--- src/rtl/bp_io_loopback_responder.sv ---
// IO responder for host-only bring-up: serves uncached commands from the FPGA host
// against a scratch register file, a putchar byte FIFO and a getchar input port.
module bp_io_loopback_responder #(
  parameter int                       paddr_width_p      = 40,
  parameter int                       scratch_els_p      = 8,
  parameter logic [paddr_width_p-1:0] scratch_base_p     = 40'h0020_0000,
  parameter logic [paddr_width_p-1:0] putchar_addr_p     = 40'h0010_1000,
  parameter logic [paddr_width_p-1:0] getchar_addr_p     = 40'h0010_0000,
  parameter int                       putchar_fifo_els_p = 4
) (
  input  logic                     clk_i,
  input  logic                     reset_n_i,

  input  logic                     io_cmd_v_i,
  output logic                     io_cmd_ready_and_o,
  input  logic                     io_cmd_wr_i,
  input  logic [1:0]               io_cmd_size_i,
  input  logic [paddr_width_p-1:0] io_cmd_addr_i,
  input  logic [63:0]              io_cmd_data_i,

  output logic                     io_resp_v_o,
  input  logic                     io_resp_yumi_i,
  output logic                     io_resp_wr_o,
  output logic [1:0]               io_resp_size_o,
  output logic [paddr_width_p-1:0] io_resp_addr_o,
  output logic [63:0]              io_resp_data_o,

  output logic [7:0]               char_o,
  output logic                     char_v_o,
  input  logic                     char_yumi_i,

  input  logic [7:0]               char_i,
  input  logic                     char_v_i,
  output logic                     char_yumi_o,

  output logic                     error_o
);

  localparam int idx_w_lp = $clog2(scratch_els_p);
  localparam int ptr_w_lp = $clog2(putchar_fifo_els_p);
  localparam logic [paddr_width_p-1:0] scratch_bytes_lp = paddr_width_p'(8 * scratch_els_p);
  localparam logic [ptr_w_lp:0]        fifo_full_cnt_lp = (ptr_w_lp + 1)'(putchar_fifo_els_p);

  typedef enum logic [1:0] {e_ready, e_exec, e_resp} state_e;

  state_e state_r, state_n;

  logic                     cmd_wr_r;
  logic [1:0]               cmd_size_r;
  logic [paddr_width_p-1:0] cmd_addr_r;
  logic [63:0]              cmd_data_r;
  logic [63:0]              resp_data_r, resp_data_n;
  logic                     error_r;

  logic [63:0] scratch_r [scratch_els_p];

  logic [7:0]          fifo_mem_r [putchar_fifo_els_p];
  logic [ptr_w_lp-1:0] wr_ptr_r, rd_ptr_r;
  logic [ptr_w_lp:0]   count_r;

  logic                     in_exec;
  logic [paddr_width_p-1:0] scratch_off;
  logic                     is_scratch, is_put, is_get, is_unmapped;
  logic [idx_w_lp-1:0]      scratch_idx;
  logic [2:0]               align_mask, byte_off;
  logic [7:0]               size_be, byte_en;
  logic [63:0]              size_dmask, wdata_shifted, rdata;
  logic                     fifo_full, fifo_empty, put_req, push, pop, exec_done;

  assign in_exec     = (state_r == e_exec);
  assign scratch_off = cmd_addr_r - scratch_base_p;
  assign is_scratch  = (cmd_addr_r >= scratch_base_p) && (scratch_off < scratch_bytes_lp);
  assign is_put      = (cmd_addr_r == putchar_addr_p);
  assign is_get      = (cmd_addr_r == getchar_addr_p);
  assign is_unmapped = !is_scratch && !is_put && !is_get;
  assign scratch_idx = scratch_off[3 +: idx_w_lp];

  // Size decides the natural alignment, the byte lanes touched and the read mask
  always_comb begin
    align_mask = 3'b000;
    size_be    = 8'hFF;
    size_dmask = '1;
    case (cmd_size_r)
      2'd0: begin align_mask = 3'b111; size_be = 8'h01; size_dmask = 64'h0000_0000_0000_00FF; end
      2'd1: begin align_mask = 3'b110; size_be = 8'h03; size_dmask = 64'h0000_0000_0000_FFFF; end
      2'd2: begin align_mask = 3'b100; size_be = 8'h0F; size_dmask = 64'h0000_0000_FFFF_FFFF; end
      default: begin align_mask = 3'b000; size_be = 8'hFF; size_dmask = '1; end
    endcase
  end

  assign byte_off      = cmd_addr_r[2:0] & align_mask;
  assign byte_en       = size_be << byte_off;
  assign wdata_shifted = cmd_data_r << {byte_off, 3'b000};
  assign rdata         = (scratch_r[scratch_idx] >> {byte_off, 3'b000}) & size_dmask;

  assign fifo_empty = (count_r == '0);
  assign fifo_full  = (count_r == fifo_full_cnt_lp);
  assign pop        = char_yumi_i && !fifo_empty;
  assign put_req    = in_exec && is_put && cmd_wr_r;
  // A pop in the same cycle frees the slot, so a full FIFO can still accept the push
  assign push       = put_req && (!fifo_full || pop);
  assign exec_done  = !(put_req && !push);

  always_comb begin
    resp_data_n = '0;
    if (!cmd_wr_r) begin
      if (is_scratch)    resp_data_n = rdata;
      else if (is_get)   resp_data_n = char_v_i ? {56'b0, char_i} : '1;
    end
  end

  always_comb begin
    state_n = state_r;
    case (state_r)
      e_ready: if (io_cmd_v_i)     state_n = e_exec;
      e_exec:  if (exec_done)      state_n = e_resp;
      e_resp:  if (io_resp_yumi_i) state_n = e_ready;
      default:                     state_n = e_ready;
    endcase
  end

  always_ff @(posedge clk_i or negedge reset_n_i) begin
    if (!reset_n_i) begin
      state_r     <= e_ready;
      cmd_wr_r    <= 1'b0;
      cmd_size_r  <= '0;
      cmd_addr_r  <= '0;
      cmd_data_r  <= '0;
      resp_data_r <= '0;
      error_r     <= 1'b0;
      for (int i = 0; i < scratch_els_p; i++) scratch_r[i] <= '0;
    end else begin
      state_r <= state_n;
      if (state_r == e_ready && io_cmd_v_i) begin
        cmd_wr_r   <= io_cmd_wr_i;
        cmd_size_r <= io_cmd_size_i;
        cmd_addr_r <= io_cmd_addr_i;
        cmd_data_r <= io_cmd_data_i;
      end
      if (in_exec && exec_done) resp_data_r <= resp_data_n;
      if (in_exec && is_unmapped) error_r <= 1'b1;
      if (in_exec && is_scratch && cmd_wr_r) begin
        for (int b = 0; b < 8; b++)
          if (byte_en[b]) scratch_r[scratch_idx][8*b +: 8] <= wdata_shifted[8*b +: 8];
      end
    end
  end

  // Putchar FIFO: circular buffer; the head slot keeps its old byte after a pop
  always_ff @(posedge clk_i or negedge reset_n_i) begin
    if (!reset_n_i) begin
      wr_ptr_r <= '0;
      rd_ptr_r <= '0;
      count_r  <= '0;
      for (int i = 0; i < putchar_fifo_els_p; i++) fifo_mem_r[i] <= '0;
    end else begin
      if (push) begin
        fifo_mem_r[wr_ptr_r] <= cmd_data_r[7:0];
        wr_ptr_r             <= wr_ptr_r + 1'b1;
      end
      if (pop) rd_ptr_r <= rd_ptr_r + 1'b1;
      case ({push, pop})
        2'b10:   count_r <= count_r + 1'b1;
        2'b01:   count_r <= count_r - 1'b1;
        default: count_r <= count_r;
      endcase
    end
  end

  // Ready is masked by reset so every output reads 0 while reset is held
  assign io_cmd_ready_and_o = (state_r == e_ready) && reset_n_i;
  assign io_resp_v_o        = (state_r == e_resp);
  assign io_resp_wr_o       = cmd_wr_r;
  assign io_resp_size_o     = cmd_size_r;
  assign io_resp_addr_o     = cmd_addr_r;
  assign io_resp_data_o     = resp_data_r;
  assign char_o             = fifo_mem_r[rd_ptr_r];
  assign char_v_o           = !fifo_empty;
  assign char_yumi_o        = in_exec && is_get && !cmd_wr_r && char_v_i;
  assign error_o            = error_r;

endmodule

--- config.mk ---
export PLATFORM = sky130hd
export DESIGN_NAME = bp_io_loopback_responder
export DESIGN_NICKNAME = d
export VERILOG_FILES = /design/src/rtl/bp_io_loopback_responder.sv
export SDC_FILE = /design/constraint.sdc
export NUM_CORES = 1
export LEC_CHECK = 0
export CAP_MARGIN = 15
export CORE_ASPECT_RATIO = 1.1
export CORE_MARGIN = 1.5
export CORE_UTILIZATION = 25
export CTS_BUF_LIST = sky130_fd_sc_hd__clkbuf_4
export DETAILED_ROUTE_END_ITERATION = 8
export SLEW_MARGIN = 10
export SYNTH_ARGS = -nofsm -noshare
export SYNTH_HDL_FRONTEND = slang
export SYNTH_SLANG_ARGS = --single-unit
--- constraint.sdc ---
create_clock -name clk_i -period 7.05 [get_ports clk_i]
set_clock_uncertainty 0.15 [all_clocks]
set_input_delay 2.115 -clock clk_i [delete_from_list [all_inputs] [get_ports clk_i]]
set_output_delay 2.115 -clock clk_i [all_outputs]
set_load 0.1 [all_outputs]
# Word level (Yosys, flattened, before mapping)
# Cells that the tools add are included.
# W data, S select, Z words.
dict set report word_totals {
  out_inout_bits 120
  register_bits 725
  in_bits 121
  elab_cells 147
}
dict set report classes {
  reduce_logical 33
  magnitude_cmp 7
  n_shift 3
  mux 60
  bitwise_logic 5
  n_addsub 5
  eq_ne 12
}
# operator count
set op_table {}
lappend op_table {{$mux W512} 15}
lappend op_table {{$bwmux W512} 8}
lappend op_table {{$demux W64 S3} 8}
lappend op_table {{$mux W64} 7}
lappend op_table {{$bmux W64 S3} 1}
lappend op_table {{$pmux W64 S3} 1}
lappend op_table {{$eq A40 B21 Y1 const B} 2}
lappend op_table {{$and A64 B64 Y64} 1}
lappend op_table {{$shl A64 B6 Y64} 1}
lappend op_table {{$shr A64 B6 Y64} 1}
lappend op_table {{$mux W56} 1}
lappend op_table {{$mux W48} 1}
lappend op_table {{$ge A40 B22 Y1 const B} 1}
lappend op_table {{$lt A40 B7 Y1 const B} 1}
lappend op_table {{$mux W40} 1}
lappend op_table {{$sub A40 B22 Y40 const B} 1}
lappend op_table {{$bwmux W32} 1}
lappend op_table {{$mux W32} 1}
lappend op_table {{$mux W8} 4}
lappend op_table {{$mux W24} 1}
lappend op_table {{$pmux W8 S3} 1}
lappend op_table {{$logic_and A1 B1 Y1} 19}
lappend op_table {{$bmux W8 S2} 1}
lappend op_table {{$demux W8 S2} 1}
lappend op_table {{other kinds (27)} 45}

# Depth between registers and ports, before layout
dict set report depth {
  depth_word 29
  depth_mapped 12
  depth_no_buf 10
}

# Worst setup path before layout
# No wires, ideal clock.
dict set report synth_path {
  path_type {in2out}
  start {input reset_n_i}
  end {output io_cmd_ready_and_o}
  slack_ns 0.488
  stages 1
  required_time_ns 4.785
  arrival_ns 4.297
  n_path_buf 0
  path_cell_list {nor3b_1}
}
dict set report synth_between {
  elab_chain_cells 1
}
# item line
set synth_rtl {}
lappend synth_rtl {{start: declaration} 12} ;# input logic reset_n_i,
lappend synth_rtl {{$logic_and A1 B1 Y1} 171} ;# assign io_cmd_ready_and_o = (state_r == e_ready) && reset_n_i;
lappend synth_rtl {{end: declaration} 15} ;# output logic io_cmd_ready_and_o,
# No other way between the ends.

# Worst setup path after layout
dict set report layout_path {
  start {register cmd_addr_r[4] (netlist: io_resp_addr_o[4])}
  end {output char_yumi_o}
}
dict set report layout_between {
  elab_chain_cells 4
}
# item line
set layout_rtl {}
lappend layout_rtl {{start: declaration} 50} ;# logic [paddr_width_p-1:0] cmd_addr_r;
lappend layout_rtl {{start signal: assignment} 137} ;# cmd_addr_r <= io_cmd_addr_i;
lappend layout_rtl {{$eq A40 B21 Y1} 74} ;# assign is_get = (cmd_addr_r == getchar_addr_p);
lappend layout_rtl {{$logic_and A1 B1 Y1 (3 in a row)} 179} ;# assign char_yumi_o = in_exec && is_get && !cmd_wr_r && char_v_i;
lappend layout_rtl {{end: declaration} 34} ;# output logic char_yumi_o,
# No other way between the ends.

==> results_dict.tcl <==
set metrics [dict create \
    reg2reg_setup_slack_ns 2.42 \
    syn_to_final_growth_pct 19.7 \
    die_w_microns 355 \
    rsz0062_at_grt "no" \
    clockRootBuffer "clkbuf_4" \
    num_io_pins 241 \
    period_needed_ns 5.73 \
    syn_area_sq_um 34100 \
    clkPwrFrac 0.219 \
    synth_edf_count 0 \
    cp_max_fo 44 \
    place_hpwl_microns 87700 \
    synth_cell_types 76 \
    ctsResizeCount 0 \
    fin_tns_setup_ns 0 \
    num_vias 28400 \
    route.detailed.drc 0 \
    startpoint_type "register" \
    cts.htree.levels 4 \
    power_density_nw_per_um2 398 \
    routedWlPerCell_microns 22.8 \
    cp-startpoint "io_resp_addr_o[4]" \
    fin_crit_sh 0.813 \
    coreArea_sq_um 135000 \
    regToRegStartpoint "io_resp_addr_o[1]" \
    drive_gt1_frac 0.190 \
    grt_pass1_vias 27900 \
    antenna_found_initial 9 \
    cts.sinks 725 \
    cp-end-kind "primary output" \
    drt-total-wl_microns 125000 \
    synth_cells 3305 \
    final-max-slew-violation-count 0 \
    portBuffers 240 \
    grt_max_degree 181 \
    post-cts-setup-buffers 0 \
    setup_viol 0 \
    seqPwrFrac 0.316 \
    finalWeightedCongestion 0.915 \
    drtPass1Iterations 6 \
    critPathKind "register to primary output" \
    syn_area_per_cell_sq_um 10.3 \
    dieArea_sq_um 138000 \
    ys_async_sr_fraction 1.00 \
    yosysSeqAreaShare 0.533 \
    ys.flop_type "dfrtp_1" \
    endpoint "char_yumi_o" \
    syn_nets 3433 \
    rows 141 \
    drv_cap 0 \
    r2r_end "scratch_r[309]" \
    finalHoldViolCount 0 \
    ant_nets 0 \
    cts_hold_buf 0 \
    rr_worst_depth 8 \
    dieHeight_microns 390 \
    clk_pin_slew_ns 0.07 \
    initial_core_util 0.253 \
    tightest_slew_ns 1.30 \
    timing.fmax_mhz 174 \
    grt_use_total 0.178 \
    insertion_delay_ns 1.09 \
    p_int_mw 8.15 \
    cts_made_buffers 180 \
    grt_pass1_wl_microns 185000 \
    cts_tree "built" \
    power.switching_mw 8.07 \
    multi_input_area_sq_um 15000 \
    clockBufferDepth 3 \
    viasPerCell 5.17 \
    yosys_warnings 0 \
    p_leak_nw 17.5 \
    p_comb_frac 0.465 \
    relSlewSlack 0.130 \
    fill_cells 14200 \
    holdCritPathClass "register to register" \
    status "completed" \
    drt_iter0_markers 2580 \
    grt-ovfl-total 0 \
    ys_seq_elements 725 \
    seq_area_sq_um 18200 \
    cp.required_ns 4.79 \
    nets 3696 \
    ir_worst_vdd_uv 448 \
    utilization 0.303 \
    switching_share 0.498 \
    worst_ep_arrival_time_ns 3.47 \
]
## power groups by stage
| stage | clock [mW] | sequential [mW] | combinational [mW] |
|---|---|---|---|
| after floorplan | 0 | 5.71 | 3.57 |
| after global placement | 0 | 5.19 | 7.30 |
| after detailed placement | 0 | 5.20 | 7.35 |
| after CTS | 3.63 | 5.12 | 7.38 |
| after global routing | 3.85 | 5.17 | 7.78 |
| final | 3.56 | 5.13 | 7.54 |
## cells in the mapped netlist, drive strengths merged, types with 16 or more instances
cell type	number	share of area
nor4	16	0.0029
a221oi	79	0.020
o22ai	23	0.0042
mux2	256	0.085
inv	24	0.0026
a21oi	102	0.015
a22oi	25	0.0055
mux4	40	0.026
dfrtp	725	0.53
o21ai	560	0.082
buf	63	0.0085
nand4	61	0.014
a22o	25	0.0064
nand2	627	0.069
clkbuf	174	0.019
a31oi	26	0.0048
nand3	41	0.0062
mux2i	101	0.030
nor3	20	0.0029
nor2	118	0.013
## critical path: stages (launching register included)
cell	delay (ns)
dfrtp_4	0.75
nor3_1	0.34
buf_4	0.26
nand4_1	0.14
nor3_1	0.26
and3_1	0.27
buf_4	0.31
## metal layers
| layer | GRT usage | share of wire |
|---|---|---|
| met1 | 0.224 | 0.40 |
| met2 | 0.273 | 0.45 |
| met3 | 0.0498 | 0.095 |
| met4 | 0.103 | 0.057 |
| met5 | 0 | 0.00017 |
## worst min path at each step
stage                    from        endpoint  slack [ns]  depth (start not counted)
2_1_floorplan  scratch_r[491]  scratch_r[491]        0.29                          2
3_3_place_gp   scratch_r[238]  scratch_r[238]        0.30                          2
3_5_place_dp    scratch_r[24]   scratch_r[24]        0.32                          2
4_1_cts         scratch_r[24]   scratch_r[24]        0.33                          2
5_1_grt         scratch_r[24]   scratch_r[24]        0.34                          2
6_report       scratch_r[215]  scratch_r[215]        0.32                          2
## metrics by stage
step / std cells / cell area, sq um / total power, mW / hold WS, ns / setup slack [ns]
floorplan: 3305 / 34100 / 9.28 / 0.292 / 0.488
global placement: 5171 / 38500 / 12.5 / 0.305 / 1.58
detailed placement: 5173 / 38500 / 12.6 / 0.315 / 1.61
CTS: 5485 / 40800 / 16.1 / 0.329 / 1.14
global route: 5489 / 40800 / 16.8 / 0.345 / 1.08
finish: 5489 / 40800 / 16.2 / 0.321 / 1.32
## cells by family (layout without fill, tap and decap cells)
logic type               count (synthesis)  in the layout  share of synthesized area
AND/OR/NAND/NOR                        960            960                      0.125
AO/OA/AOI/OAI                          947            947                      0.167
flip-flops                             725            725                      0.533
multiplexers                           397            397                      0.141
buffers and inverters                  261            654                     0.0303
XOR/XNOR                                 8              8                    0.00206
adder cells (fa/ha/maj)                  7              7                    0.00279
other                                    0              4                          0
## cell usage in the layout (no fill, tap or decap), drive strengths merged, types with 9 or more instances in the layout
master and count:
dfrtp 725, nand2 627, o21ai 560, clkbuf 260, mux2 256, clkdlybuf4s50 237, nor2 118, a21oi 102
mux2i 101, buf 81, a221oi 79, nand4 61, nand3 41, mux4 40, clkinv 40, inv 31
a31oi 26, a22o 25, a22oi 25, o22ai 23, nor3 20, nor4 16, nor2b 15, a211oi 14
o221ai 14, a221o 14, and3 13, and2 13, nand2b 12, a32oi 9
## area by class of cell
type,count,share of cell area
repair buffers,318,0.0749
inverters,24,0.00221
clock buffers,260,0.0479
clock inverters,52,0.00727
flip-flops and latches,725,0.445
well taps,1787,0.0548
multi-input cells,2319,0.367
diodes,4,0.000245
## state kept, by name, summed over array words and instances, names as in the netlist
signal,count
fifo_mem_r,32
scratch_r,512
io_resp_size_o,2
count_r,3
cmd_data_r,64
io_resp_wr_o,1
io_resp_data_o,64
rd_ptr_r,2
state_r,2
io_resp_addr_o,40
wr_ptr_r,2
error_o,1
Note: power is estimated with default switching activity, not from simulation.
